[src/rtl/ifetch_unit_pkg.sv]
// rtl/ifetch_unit_pkg.sv - shared constants, state encoding and PC checks for the fetch unit
package ifetch_unit_pkg;

   localparam logic [31:0] NOP_INSTR = 32'h0000_0013;

   typedef enum logic [1:0] {
      IF_ISSUE = 2'd0,
      IF_WAIT  = 2'd1,
      IF_VALID = 2'd2
   } if_state_t;

   function automatic logic pc_misaligned(input logic [31:0] pc);
      return pc[1:0] != 2'b00;
   endfunction

   function automatic logic pc_out_of_range(input logic [31:0] pc, input logic [31:0] limit);
      return pc >= limit;
   endfunction

endpackage

[src/rtl/ifetch_unit.sv]
// rtl/ifetch_unit.sv - instruction fetch: PC, imem request, capture and valid/ready handoff
module ifetch_unit
   import ifetch_unit_pkg::*;
#(
   parameter logic [31:0] RESET_PC  = 32'h0000_0000,
   parameter int unsigned MEM_BYTES = 131072
) (
   input  logic        clk,
   input  logic        rst,
   input  logic        fetch_en,
   output logic [31:0] imem_addr,
   output logic        imem_stall,
   input  logic [31:0] imem_data,
   output logic        instr_valid,
   input  logic        instr_ready,
   output logic [31:0] instr,
   output logic [31:0] instr_pc,
   output logic        instr_misalign,
   output logic        instr_fault,
   input  logic        redirect_valid,
   input  logic [31:0] redirect_pc
);

   localparam logic [31:0] MEM_LIMIT = 32'(MEM_BYTES);

   if_state_t   state, state_next;
   logic [31:0] pc, pc_next;
   logic [31:0] instr_next, instr_pc_next;
   logic        misalign_q, misalign_next;
   logic        fault_q, fault_next;
   logic [31:0] npc;
   logic        pc_bad, npc_bad;

   always_ff @(posedge clk) begin
      if (rst) begin
         state      <= IF_ISSUE;
         pc         <= RESET_PC;
         instr      <= NOP_INSTR;
         instr_pc   <= RESET_PC;
         misalign_q <= 1'b0;
         fault_q    <= 1'b0;
      end else begin
         state      <= state_next;
         pc         <= pc_next;
         instr      <= instr_next;
         instr_pc   <= instr_pc_next;
         misalign_q <= misalign_next;
         fault_q    <= fault_next;
      end
   end

   // Next fetch target when the held instruction is accepted; pc+4 wraps at 2^32.
   assign npc     = redirect_valid ? redirect_pc : pc + 32'd4;
   assign pc_bad  = pc_misaligned(pc)  || pc_out_of_range(pc, MEM_LIMIT);
   assign npc_bad = pc_misaligned(npc) || pc_out_of_range(npc, MEM_LIMIT);

   always_comb begin
      state_next    = state;
      pc_next       = pc;
      instr_next    = instr;
      instr_pc_next = instr_pc;
      misalign_next = misalign_q;
      fault_next    = fault_q;
      imem_addr     = pc;
      imem_stall    = 1'b1;

      case (state)
         IF_ISSUE: begin
            // Bad PCs and pending redirects never reach memory.
            imem_stall = !fetch_en || pc_bad || redirect_valid;
            if (redirect_valid) begin
               pc_next = redirect_pc;
            end else if (fetch_en) begin
               if (pc_bad) begin
                  state_next    = IF_VALID;
                  instr_next    = NOP_INSTR;
                  instr_pc_next = pc;
                  misalign_next = pc_misaligned(pc);
                  fault_next    = pc_out_of_range(pc, MEM_LIMIT);
               end else begin
                  state_next = IF_WAIT;
               end
            end
         end

         IF_WAIT: begin
            if (redirect_valid) begin
               pc_next    = redirect_pc;
               state_next = IF_ISSUE;
            end else begin
               instr_next    = imem_data;
               instr_pc_next = pc;
               misalign_next = 1'b0;
               fault_next    = 1'b0;
               state_next    = IF_VALID;
            end
         end

         IF_VALID: begin
            if (instr_ready) begin
               pc_next = npc;
               // Overlap the next request with the accept cycle when it is safe to.
               if (fetch_en && !npc_bad) begin
                  imem_addr  = npc;
                  imem_stall = 1'b0;
                  state_next = IF_WAIT;
               end else begin
                  state_next = IF_ISSUE;
               end
            end else if (redirect_valid) begin
               pc_next    = redirect_pc;
               state_next = IF_ISSUE;
            end
         end

         default: state_next = IF_ISSUE;
      endcase

      if (rst) begin
         imem_addr  = RESET_PC;
         imem_stall = 1'b0;
      end
   end

   assign instr_valid    = (state == IF_VALID);
   assign instr_misalign = misalign_q && instr_valid;
   assign instr_fault    = fault_q && instr_valid;

endmodule

[config.mk]
export PLATFORM = sky130hd
export DESIGN_NAME = ifetch_unit
export DESIGN_NICKNAME = d
export VERILOG_FILES = /design/src/rtl/ifetch_unit_pkg.sv /design/src/rtl/ifetch_unit.sv
export SDC_FILE = /design/constraint.sdc
export NUM_CORES = 1
export LEC_CHECK = 0
export BUFFER_PORTS_ARGS = -buffer_cell sky130_fd_sc_hd__buf_2
export CAP_MARGIN = 40
export CORE_MARGIN = 5
export CORE_UTILIZATION = 25
export DETAILED_ROUTE_END_ITERATION = 12
export PLACE_DENSITY = 0.52
export SYNTH_ARGS = -nofsm -noshare
export SYNTH_HDL_FRONTEND = slang
export SYNTH_SLANG_ARGS = --single-unit
[constraint.sdc]
create_clock -name clk -period 6.8 [get_ports clk]
set_input_delay 1.36 -clock clk [delete_from_list [all_inputs] [get_ports clk]]
set_output_delay 1.36 -clock clk [all_outputs]
set_load 0.05 [all_outputs]
## Yosys cells after proc, flatten, opt, wreduce, memory -nomap -nowiden

Cells that the tools add are included.

| storage, ports and cells | value |
|---|---|
| word-level logic and storage cells | 72 |
| bits of input ports | 69 |
| bits in registers | 100 |

| cells by class | value |
|---|---|
| add/subtract/negate cells | 1 |
| order comparisons | 2 |
| multiplexer cells | 39 |
| reduce and logical (&&, ||, !) cells | 17 |
| equality and inequality tests | 7 |

Operator list:

| kind | count |
|---|---|
| $mux 32 | 15 |
| $pmux 32 s2 | 3 |
| $ge 32x18->1 const B | 2 |
| $add 32x3->32 const B | 1 |
| $mux 2 | 6 |
| $mux 1 | 11 |
| $ne 2x2->1 const B | 4 |
| $reduce_bool 2->1 | 4 |
| $pmux 1 s2 | 3 |
| $pmux 2 s3 | 1 |
| $reduce_and 5->1 | 1 |
| $logic_or 1x1->1 | 4 |
| $logic_and 1x1->1 | 3 |
| $ne 3x1->1 const B | 1 |
| $reduce_and 3->1 | 1 |
| $eq 2x1->1 const B | 1 |
| $eq 2x2->1 const B | 1 |
| $logic_not 1->1 | 2 |
| $logic_not 2->1 | 1 |
| $reduce_or 2->1 | 1 |

## Longest topological paths before layout

| depth | value |
|---|---|
| word-level depth | 10 |
| mapped depth | 14 |
| depth with buffers taken out | 9 |

## Worst setup path before layout

No wires, ideal clock.

| path | value |
|---|---|
| path kind | input-to-output |
| start point | in redirect_pc[26] |
| end point | out imem_addr[3] |
| setup slack | 1.174 ns |
| cell stages on the path | 8 |
| data required time | 5.440 ns |
| buffers on the path | 0 |
| arrival | 4.266 ns |
| cell sequence | or4_1 nor3_1 nand4_1 a21oi_1 nand2_1 a2111oi_4 a21oi_1 a311oi_1 |

| between the ends | value |
|---|---|
| longest elaborated chain between the ends | 9 |

Ends and longest elaborated chain:

| element | line | source |
|---|---|---|
| start: declaration | ifetch_unit.sv:21 | `input logic [31:0] redirect_pc` |
| $mux 32 | ifetch_unit.sv:53 | `assign npc = redirect_valid ? redirect_pc : pc + 32'd4;` |
| $ge 32x18->1 | ifetch_unit_pkg.sv:17 | `return pc >= limit;` |
| $logic_or 1x1->1 | ifetch_unit.sv:55 | `assign npc_bad = pc_misaligned(npc) \|\| pc_out_of_range(npc, MEM_LIMIT);` |
| $logic_not 1->1 | ifetch_unit.sv:103 | `if (fetch_en && !npc_bad) begin` |
| $logic_and 1x1->1 | ifetch_unit.sv:103 |  |
| $mux 32 | ifetch_unit.sv:103 |  |
| $mux 32 | ifetch_unit.sv:100 | `if (instr_ready) begin` |
| $mux 32 | ifetch_unit.sv:67 | `case (state)` |
| $mux 32 | ifetch_unit.sv:119 | `if (rst) begin` |
| end: declaration | ifetch_unit.sv:11 | `output logic [31:0] imem_addr,` |

Every way passes these cells.

## Worst setup path after layout

| path | value |
|---|---|
| start point | reg pc[3] |
| end point | out imem_addr[14] |

| between the ends | value |
|---|---|
| longest elaborated chain between the ends | 10 |

Ends and longest elaborated chain:

| element | line | source |
|---|---|---|
| start: declaration | ifetch_unit.sv:27 | `logic [31:0] pc, pc_next;` |
| start signal: assignment | ifetch_unit.sv:44 | `pc <= pc_next;` |
| $add 32x3->32 (*) | ifetch_unit.sv:53 |  |
| $mux 32 (*) | ifetch_unit.sv:53 |  |
| $ge 32x18->1 | ifetch_unit_pkg.sv:17 |  |
| $logic_or 1x1->1 | ifetch_unit.sv:55 |  |
| $logic_not 1->1 | ifetch_unit.sv:103 |  |
| $logic_and 1x1->1 | ifetch_unit.sv:103 |  |
| $mux 32 (*) | ifetch_unit.sv:103 |  |
| $mux 32 (*) | ifetch_unit.sv:100 |  |
| $mux 32 (*) | ifetch_unit.sv:67 |  |
| $mux 32 (*) | ifetch_unit.sv:119 |  |

Every way passes the cells marked *; elsewhere a longest branch is shown, timed or not.

==> results.py <==
metrics = {
    "run_status": {
        "outcome": "finished clean",
    },
    "worst_hold_path": {
        "hold-path-cell-count": 2,
        "hold_end": "instr[3]$_SDFFE_PP0P_",
        "hold_path.class": "reg -> reg",
        "hold_start": "instr[3]$_SDFFE_PP0P_",
    },
    "synthesis": {
        "ys.flop_type": "dfxtp_1",
        "synth_edf_count": 0,
        "yosysMostFrequentCell": "nand2_1",
        "syn-cell-area_um2": 5650,
        "async_flop_share": 0,
        "yosys.area.top_type_share": 0.354,
        "ys_types": 59,
        "ys_seq_area_frac": 0.354,
        "yosys-top-cells-count": "138 x nand2_1, 105 x a21oi_1, 100 x dfxtp_1",
        "yosys_warnings": 0,
        "synth.avg_cell_area_um2": 7.16,
        "synth_nets": 860,
        "ys_ff_latch": 100,
        "yosys.area.top_type": "dfxtp_1",
        "synth.area.top_cells": "dfxtp_1 35%, a21oi_1 9.3%, nand2_1 9.2%",
        "syn_inst": 789,
    },
    "critical_path": {
        "reg2reg_from": "pc[3]$_SDFFE_PP0P_",
        "rrSetupSlack_ns": 3.25,
        "cp_max_fo": 10,
        "r2r-end": "state[0]$_SDFFE_PP0P_",
        "cp-start-kind": "register",
        "worst-endpoint-required_ns": 5.44,
        "crit_start": "pc[3]$_SDFFE_PP0P_",
        "critPathKind": "reg -> out",
        "reg2reg_depth": 9,
        "arrival_ns": 4.52,
        "crit_path_end_kind": "output port",
    },
    "power_and_ir_drop": {
        "sw_frac_of_total": 0.304,
        "internal-power_uw": 994,
        "power.switching_uw": 433,
        "p_per_area_nw_per_um2": 206,
        "ir_worst_vdd_mv": 0.0930,
        "power_leakage_nw": 2.67,
        "power_frac_comb": 0.161,
        "fin_total_pwr_mw": 1.43,
        "p_clk_frac": 0.390,
        "pwr-share-seq": 0.449,
    },
    "global_route": {
        "grt_pass1_vias": 5841,
        "grt_overflow_total": 0,
        "grt_first_pass_wirelength_um": 34100,
        "grt_usage": 0.165,
        "grt_max_degree": 65,
        "grt_antenna_before_repair": 2,
    },
    "timing": {
        "max_slew_margin": 0.399,
        "tns_ns": 0,
        "final_hold_viol_count": 0,
        "fmax_ghz": 0.170,
        "fin_crit_ns": 5.88,
        "tightest_slew_ns": 0.902,
        "rsz0062_at_grt": "false",
        "period_share": 0.865,
        "setup_viol": 0,
        "fin_skew_ns": 0.0160,
        "fin_hold_ws_ns": 0.446,
        "maxSlewViolCount": 0,
    },
    "route": {
        "viasPerCell": 5.19,
        "via_count": 6179,
        "first_pass_iters": 5,
        "drtAntennaViolNets": 0,
        "wl_um": 22100,
        "avgRoutedWirePerCell_um": 18.5,
        "drc": 0,
        "initialDrtViolationCount": 494,
    },
    "clocking": {
        "tritoncts": "yes",
        "clockBufferDepth": 2,
        "post_cts_resized": 0,
        "h-tree-depth": 3,
        "clock_sinks": 100,
        "clk_pin_slew_worst_paths_ns": 0.08,
        "cts_hold_buf": 0,
        "clk_latency_ns": 0.36,
        "cts_buffers": 9,
        "post_cts_buffers": 0,
        "clockRootBuffer": "clkbuf_16",
    },
    "finish": {
        "layout-drive-gt1-share": 0.241,
        "utilization": 0.308,
        "stdcell_area_um2": 6910,
        "nNetsFinal": 971,
        "syn_to_final_growth_pct": 22.4,
    },
    "floorplan": {
        "die_area_um2": 25700,
        "initial_core_util": 0.252,
        "core_region_area_um2": 22400,
        "die_w_um": 160,
        "row_count": 55,
        "io_pins": 169,
        "die_h_um": 160,
    },
    "placement": {
        "post_dp_cell_area_um2": 6600,
        "portBuffers": 168,
        "gp_congestion": 0.965,
        "dpl.hpwl_um": 15600,
    },
    "flow_run": {
        "maxCapViolCount": 0,
    },
}
[worst max-delay path, stage by stage, from the launching register on]
cell and delay (ns):
dfxtp_1 0.45, ha_1 0.36, nand4_1 0.21, or3_1 0.60, nor2_8 0.19, xnor2_1 0.08
or4_4 0.53, a2111oi_4 0.81, a21oi_1 0.16, o31ai_1 0.42, buf_2 0.34
[sequential cells by signal, summed over array words and instances (netlist names)]
register    count
state           2
misalign_q      1
pc             32
instr_pc       32
instr          32
fault_q         1
[stage by stage]
step                worst slack, ns  instances
CTS                           0.964       1189
global route                  0.651       1191
floorplan                      1.17        789
detailed placement             1.24       1174
finish                        0.919       1191
global placement               1.29       1174
[worst max-delay path by stage]
stage	to	slack, ns	cells past startpoint
after floorplan	imem_addr[3]	1.17	8
after global placement	imem_addr[16]	1.29	10
after detailed placement	imem_addr[21]	1.24	10
after CTS	imem_addr[21]	0.96	10
after global routing	imem_addr[14]	0.65	10
final	imem_addr[14]	0.92	10
[routing by layer]
layer | track usage | vias up | part of all wire
met5 | 0 | - | 0
met4 | 0.0372 | 0 | 0.015
met2 | 0.261 | 218 | 0.45
met1 | 0.230 | 2888 | 0.47
li1 | - | 3050 | -
met3 | 0.0395 | 23 | 0.062
[area by class of cell]
| cell class | instances | area (µm²) |
|---|---|---|
| Clock buffer | 10 | 229 |
| Clock inverter | 5 | 77.6 |
| Fill cell | 2505 | 15500 |
| Antenna cell | 2 | 5.00 |
| Tap cell | 285 | 357 |
| Timing Repair Buffer | 180 | 933 |
| Inverter | 7 | 26.3 |
| Sequential cell | 100 | 2000 |
| Multi-Input combinational cell | 602 | 3280 |
[cells by family after synthesis]
logic type	count (synthesis)	share of synthesized area
flip-flops	100	0.354
multiplexers	2	0.00354
AO/OA/AOI/OAI	238	0.263
adder cells (fa/ha/maj)	2	0.00443
AND/OR/NAND/NOR	355	0.301
XOR/XNOR	5	0.00776
buffers and inverters	87	0.0660
[power by group through the flow]
stage,Combinational [mW],Sequential [mW],Clock (mW)
floorplan,0.157,0.647,0
global placement,0.230,0.654,0
detailed placement,0.230,0.654,0
CTS,0.231,0.640,0.577
global route,0.250,0.644,0.600
finish,0.230,0.640,0.557
[cells in the final DEF, fill, tap and decap left out, drive strengths merged, types with 7 or more instances in the layout]
cell and n:
a211oi 15, nand3 60, nand2 139, inv 7, nand4 12, o31ai 26, a22oi 8, and2 25
nor2 60, nand2b 7, a21oi 106, nor3 18, buf 180, o22ai 11, clkbuf 10, nor4 12
dfxtp 100, o21ai 34, o311ai 7
Note: power is estimated with default switching activity, not from simulation.
